===== src/rtl/signed_stream_minmax.sv =====
// Packet-wise signed min/max/count tracker with a valid/ready result port.
// Define MINMAX_INDEX_EN to add 0-based min/max index outputs.

module comparatorSigned #(
   parameter int N = 8
) (
   input  logic signed [N-1:0] a,
   input  logic signed [N-1:0] b,
   output logic                lt,
   output logic                gt
);
   assign lt = (a < b);
   assign gt = (a > b);
endmodule

module signed_stream_minmax #(
   parameter int N     = 8,
   parameter int CNT_W = 8
) (
   input  logic             clk,
   input  logic             rstN,
   input  logic             inValid,
   output logic             inReady,
   input  logic [N-1:0]     inData,
   input  logic             inLast,
   output logic             outValid,
   input  logic             outReady,
   output logic [N-1:0]     outMin,
   output logic [N-1:0]     outMax,
`ifdef MINMAX_INDEX_EN
   output logic [CNT_W-1:0] outMinIdx,
   output logic [CNT_W-1:0] outMaxIdx,
`endif
   output logic [CNT_W-1:0] outCount
);
   typedef enum logic [1:0] {EMPTY, ACCUM, HOLD} state_e;

   state_e            state_q, state_d;
   logic [N-1:0]      min_q, min_d, max_q, max_d;
   logic [CNT_W-1:0]  cnt_q, cnt_d, cnt_inc;
   logic              lt_min, gt_max, accept;
`ifdef MINMAX_INDEX_EN
   logic [CNT_W-1:0]  min_idx_q, min_idx_d, max_idx_q, max_idx_d;
`endif

   comparatorSigned #(.N(N)) u_cmp_min (
      .a(inData), .b(min_q), .lt(lt_min), .gt()
   );
   comparatorSigned #(.N(N)) u_cmp_max (
      .a(inData), .b(max_q), .lt(), .gt(gt_max)
   );

   assign inReady  = (state_q != HOLD);
   assign outValid = (state_q == HOLD);
   assign accept   = inValid & inReady;
   assign cnt_inc  = (&cnt_q) ? cnt_q : cnt_q + 1'b1;

   always_comb begin
      state_d = state_q;
      min_d   = min_q;
      max_d   = max_q;
      cnt_d   = cnt_q;
`ifdef MINMAX_INDEX_EN
      min_idx_d = min_idx_q;
      max_idx_d = max_idx_q;
`endif
      case (state_q)
         EMPTY: if (accept) begin
            min_d   = inData;
            max_d   = inData;
            cnt_d   = {{(CNT_W-1){1'b0}}, 1'b1};
`ifdef MINMAX_INDEX_EN
            min_idx_d = '0;
            max_idx_d = '0;
`endif
            state_d = inLast ? HOLD : ACCUM;
         end
         ACCUM: if (accept) begin
            cnt_d = cnt_inc;
            // strict compares: ties keep the earliest occurrence
            if (lt_min) begin
               min_d = inData;
`ifdef MINMAX_INDEX_EN
               min_idx_d = cnt_q;
`endif
            end
            if (gt_max) begin
               max_d = inData;
`ifdef MINMAX_INDEX_EN
               max_idx_d = cnt_q;
`endif
            end
            if (inLast) state_d = HOLD;
         end
         HOLD: if (outReady) state_d = EMPTY;
         default: state_d = EMPTY;
      endcase
   end

   always_ff @(posedge clk or negedge rstN) begin
      if (!rstN) begin
         state_q <= EMPTY;
         min_q   <= '0;
         max_q   <= '0;
         cnt_q   <= '0;
`ifdef MINMAX_INDEX_EN
         min_idx_q <= '0;
         max_idx_q <= '0;
`endif
      end else begin
         state_q <= state_d;
         min_q   <= min_d;
         max_q   <= max_d;
         cnt_q   <= cnt_d;
`ifdef MINMAX_INDEX_EN
         min_idx_q <= min_idx_d;
         max_idx_q <= max_idx_d;
`endif
      end
   end

   assign outMin   = min_q;
   assign outMax   = max_q;
   assign outCount = cnt_q;
`ifdef MINMAX_INDEX_EN
   assign outMinIdx = min_idx_q;
   assign outMaxIdx = max_idx_q;
`endif

endmodule


===== config.mk =====
export PLATFORM = sky130hd
export DESIGN_NAME = signed_stream_minmax
export DESIGN_NICKNAME = d
export VERILOG_FILES = /design/src/rtl/signed_stream_minmax.sv
export SDC_FILE = /design/constraint.sdc
export NUM_CORES = 1
export LEC_CHECK = 0
export BUFFER_PORTS_ARGS = -buffer_cell sky130_fd_sc_hd__buf_2
export CAP_MARGIN = 20
export CELL_PAD_IN_SITES_DETAIL_PLACEMENT = 1
export CELL_PAD_IN_SITES_GLOBAL_PLACEMENT = 1
export CORE_MARGIN = 1
export CORE_UTILIZATION = 40
export CTS_CLUSTER_SIZE = 24
export DETAILED_ROUTE_END_ITERATION = 10
export PLACE_DENSITY_LB_ADDON = 0.1
export SLEW_MARGIN = 20
export SYNTH_ARGS = -nofsm -noshare
export SYNTH_HDL_FRONTEND = slang
export SYNTH_SLANG_ARGS = --single-unit

===== constraint.sdc =====
create_clock -name clk -period 4.25 [get_ports clk]
set_input_delay 0.85 -clock clk [delete_from_list [all_inputs] [get_ports clk]]
set_output_delay 0.85 -clock clk [all_outputs]
set_load 0.01 [all_outputs]

Word-level counts from Yosys, hierarchy flattened
Cells that the tools add are included.

operators by class
  $add $sub $neg = 1
  order comparisons = 2
  equal/unequal tests = 10
  multiplexer cells = 17
  bitwise gates (word level) = 1
  reductions and logical operators = 7

operator list
  kind                 number
  $mux 8               8
  $pmux 8 s2           3
  $reduce_and 4->1     4
  $ne 2x2->1 const B   7
  $mux 2               5
  $add 8x1->8 const B  1
  $gt 8x8->1           1
  $lt 8x8->1           1
  $reduce_and 8->1     1
  $pmux 2 s3           1
  $eq 2x1->1 const B   1
  $eq 2x2->1 const B   1
  $logic_not 2->1      1
  $ne 2x1->1 const B   1
  $reduce_bool 2->1    1
  $and 1x1->1          1

word-level totals
  bits in registers = 26
  bits of input ports = 13
  output and inout port bits = 26
  word-level logic and storage cells = 42

Longest topological paths before layout
  depth after elaboration = 4
  mapped depth = 7
  depth with buffers taken out = 7

Cells and area by module
From an unflattened synthesis, not the netlist that was laid out.

second synthesis, totals
  cell total of the unflattened synthesis = 153
  area, all modules = 1615.3 µm²

modules (own cells, without submodules)
  module                instances  cells an instance  area each (µm²)  sequential area each (µm²)
  signed_stream_minmax  1          93                 1137.3           650.6
  comparatorSigned      2          30                 239.0            0.0

Worst setup path after synthesis
No wires, ideal clock.

  kind = input port to flip-flop
  start = input port inData[7]
  end = register max_q[0] (netlist: outMax[0])
  library setup time = 125 ps
  arrival = 2439 ps
  data required time = 4125 ps
  path slack = 1686 ps
  stages on the path = 6
  buffers on the path = 0
  cells stage by stage = ha_1 nand4_2 o221a_2 o31ai_2 mux2i_2 mux2_2

between the ends
  cells in the longest elaborated chain, start to end = 3

RTL lines
  element                     RTL line  text
  start: declaration          24        input logic [N-1:0] inData,
  $gt 8x8->1                  13        assign gt = (a > b);
  $ne 2x2->1 (no line)        --
  $reduce_and 4->1 (no line)  --
  end signal: assignment      113       max_q <= max_d;
  end: declaration            39        logic [N-1:0] min_q, min_d, max_q, max_d;

No other way between the ends.
A chain may end at the register's enable or synchronous reset.

Worst setup path in the final report
  start = input port inData[7]
  end = register max_q[6] (netlist: outMax[6])

Same word-level chain as after synthesis.

==> results.env <==
GRT_PASS1_VIAS=1274
SYNTHESIS.INSTANCES=146
SYNTH_EDF_COUNT=0
CHIPHEIGHT_UM=64.2
OVERALL_VIA_COUNT_FROM_DETAIL_ROUTE=1205
MAX_CLOCK_FREQ_MHz=381
ANTENNA_FOUND_INITIAL=0
CRITICAL_PATH_CLASS='input pin to flip-flop'
COMB_POWER_SHARE=0.490
FINAL-SETUP-VIOL-COUNT=0
P_LEAK_nW=0.931
NET-SWITCHING-POWER_uW=442
GRTUSAGEMET1=0.238
SYNTH.FF_LATCH_COUNT=26
TNS_NS=0
FINALCOREUTILIZATION=0.500
TIMING.HOLD.WORST.CLASS='flip-flop to flip-flop'
TRITONCTS_NUM_SINKS=26
DRC_ERRORS=0
PERIOD_UTILIZATION_POST_ROUTE=0.618
DP.CELLS=231
GRT_SETUP_UNREPAIRED='no'
SHARE_OF_POWER_BURNED_IN_REGISTERS=0.368
MOSTFREQUENTLAYOUTCELLS='sky130_fd_sc_hd__buf_2 (38), sky130_fd_sc_hd__dfrtp_1 (26), sky130_fd_sc_hd__inv_1 (21), sky130_fd_sc_hd__mux2_2 (17), sky130_fd_sc_hd__ha_1 (16)'
DRT-INITIAL-DRC-COUNT=32
REPORT.FINAL.SLEW_VIOL_COUNT=0
EFFECTIVE_UTILIZATION_AT_FLOORPLAN=0.419
DIE_AREA_UM2=4120
CLOCK_ROOT_CELL='sky130_fd_sc_hd__clkbuf_8'
CP_MAX_FO=8
STARTPOINT_TYPE='input pin'
AREA_DELTA_SYNTH_FINAL_PCT=19.3
NUMBER_OF_OPTIMIZATION_ITERATIONS_IN_THE_FIRST_DETAILED_ROUTE_PASS=4
CTS.HOLD.BUFFERS_ADDED=0
OUTCOME='completed'
GRT_MOST_USED_LAYER='met2'
FINALCLOCKSKEW_NS=0.00284
VIA_PER_INST=5.13
CLOCK_INSERTION_DELAY_WORST_SKEW_NS=0.27
FIN_CELLS=235
NETLIST-CELL-TYPE-COUNT=30
GRT_FIRST_PASS_WIRELENGTH_UM=5980
POWER_SWITCHING_SHARE=0.387
CORE_AREA_UM2=3690
SLEW_HEADROOM=0.605
CTSHTREEMAXLEVEL=1
DRT-WIRELENGTH-PER-CELL_UM=14.6
FINAL_MIN_PERIOD_NS=2.63
SYNTH_AREA_LEADER_CELL='sky130_fd_sc_hd__dfrtp_1'
MOST_AREA_CONSUMING_CELLS_AFTER_SYNTHESIS='sky130_fd_sc_hd__dfrtp_1 (42%), sky130_fd_sc_hd__ha_1 (13%), sky130_fd_sc_hd__mux2_2 (12%), sky130_fd_sc_hd__inv_1 (5.1%), sky130_fd_sc_hd__a21oi_1 (2.9%)'
SYNTH.TOP_CELL.AREA_SHARE=0.421
SHARE_OF_FLIP_FLOPS_WITH_AN_ASYNCHRONOUS_SET_OR_RESET_AFTER_SYNTHESIS=1.00
PLACE.DETAILED.HPWL_UM=2630
FIN_WORST_HOLD_SLACK_NS=0.526
DETAIL_ROUTE.WIRELENGTH_UM=3420
WORST_SLEW_PIN_SLEW_NS=0.581
ANTENNA_CELLS_INSERTED=0
PLACE.GP.CONGESTION=0.745
SYN-CELL-AREA_UM2=1550
CTS_TREE='done'
TRITONCTS.NUM_BUFFERS=3
POST_CTS_RESIZE_COUNT=0
CLK_PIN_SLEW_WORST_PATHS_NS=0.09
MAXCAPVIOLATIONS=0
SYN_NETS=175
PIN_COUNT=39
SYNTHESIS.YOSYS.WARNINGS=0
LAYOUT_COMMONEST_CELL='sky130_fd_sc_hd__buf_2'
GRT_UTIL_ALL_LAYERS=0.191
STD_CELL_ROWS=22
GLOBALROUTE.TOTALOVERFLOW=0
FINALHOLDVIOLATIONS=0
INTPOWER_uW=698
FILLERS=440
FINAL_LAYOUT_SIZE_SUFFIX_GT1_FRAC=0.353
CRITPATHARRIVALTIME_NS=2.79
GRT_USE_MET3=0.0268
CHIPWIDTH_UM=64.2
AVGSYNTHCELLAREA_UM2=10.6
POWER.SHARE.CLOCK=0.142
CTS-ROOT-TO-SINK-BUFFERS=2
CRIT_REQUIRED_NS=4.41
CTS_POST_SETUP_BUFFERS_INSERTED=0
GRT.MET2_USAGE=0.342
END_KIND='flip-flop'
POWER_DENSITY_nW_PER_UM2=618
DESIGN.FINAL.NETS=217
SYNTH-MAIN-FF-CELL='sky130_fd_sc_hd__dfrtp_1'
ANT_NETS=0
SEQUENTIAL_ELEMENT_SHARE_OF_THE_SYNTHESIZED_AREA=0.421
IO_BUFFER_COUNT=38
GRT_MAX_DEGREE=27
VDD_DROP_MAX_mV=0.266
[registers in the layout, indices dropped and copies added (netlist names)]
register / cells
outCount: 8
state_q: 2
outMax: 8
outMin: 8
[cell usage after synthesis, types with 2 or more instances]
cell type                  number
sky130_fd_sc_hd__dfrtp_1       26
sky130_fd_sc_hd__inv_1         21
sky130_fd_sc_hd__mux2_2        17
sky130_fd_sc_hd__ha_1          16
sky130_fd_sc_hd__nand2_1       11
sky130_fd_sc_hd__a21oi_1        9
sky130_fd_sc_hd__nor2_1         8
sky130_fd_sc_hd__o21ai_0        5
sky130_fd_sc_hd__nand2b_1       4
sky130_fd_sc_hd__nand3_1        3
sky130_fd_sc_hd__nand4_1        3
sky130_fd_sc_hd__xnor2_1        3
sky130_fd_sc_hd__nor3_1         2
sky130_fd_sc_hd__o22ai_1        2
[path summary, 6_finish.rpt]
kind	start	to	slack, ns	cells past startpoint
setup / recovery	inData[7]	outMax[6]$_DFFE_PN0P_	1.62	7
hold / removal	state_q[1]$_DFFE_PN0P_	state_q[0]$_DFFE_PN0P_	0.53	1
setup reg to reg	outMax[7]$_DFFE_PN0P_	outMax[6]$_DFFE_PN0P_	1.88	7
hold reg to reg	state_q[1]$_DFFE_PN0P_	state_q[0]$_DFFE_PN0P_	0.53	1
max in group asynchronous	rstN	outCount[5]$_DFFE_PN0P_	3.29	1
min in group asynchronous	rstN	outCount[6]$_DFFE_PN0P_	0.57	1
[critical path, stage by stage]
cell	delay, ns
sky130_fd_sc_hd__buf_2	0.12
sky130_fd_sc_hd__ha_1	0.34
sky130_fd_sc_hd__nand4_2	0.16
sky130_fd_sc_hd__o221a_2	0.27
sky130_fd_sc_hd__o31ai_2	0.07
sky130_fd_sc_hd__mux2i_2	0.57
sky130_fd_sc_hd__mux2_2	0.40
[power groups by stage]
| stage | Sequential (mW) | Combinational (mW) | Clock (mW) |
|---|---|---|---|
| detailed placement | 0.426 | 0.562 | 0 |
| global route | 0.434 | 0.629 | 0.176 |
| finish | 0.419 | 0.559 | 0.162 |
| CTS | 0.421 | 0.571 | 0.172 |
| floorplan | 0.455 | 0.340 | 0 |
| global placement | 0.415 | 0.545 | 0 |
[cell type report]
cell class / instances / area (um2) / area share
sequential: 26 / 651 / 0.353
multi-input combinational: 98 / 808 / 0.439
inverter: 21 / 78.8 / 0.0428
tap: 48 / 60.1 / 0.0326
timing repair buffer: 38 / 190 / 0.103
clock buffer: 4 / 55.1 / 0.0299
[routing by layer]
layer,vias to the layer above,part of all wire
met3,4,0.029
met2,24,0.53
li1,590,-
met1,587,0.43
met4,0,0.0079
met5,-,0
[kinds of logic (layout without fill, tap and decap cells)]
| kind of cell | after synthesis | after routing | share of synthesized area |
|---|---|---|---|
| simple gates | 36 | 36 | 0.117 |
| flops | 26 | 26 | 0.421 |
| compound gates | 25 | 25 | 0.126 |
| buf+inv | 22 | 63 | 0.0559 |
| mux | 18 | 18 | 0.133 |
| fa+ha+maj | 16 | 16 | 0.130 |
| xor+xnor | 3 | 3 | 0.0170 |
[metrics by stage]
stage	power, mW	setup WS, ns	instance area [um2]
finish	1.14	1.62	1840
global route	1.24	1.48	1840
CTS	1.16	1.59	1840
detailed placement	0.988	1.31	1790
global placement	0.960	1.39	1790
floorplan	0.795	1.69	1550
Power figures use the tool's default switching activity.
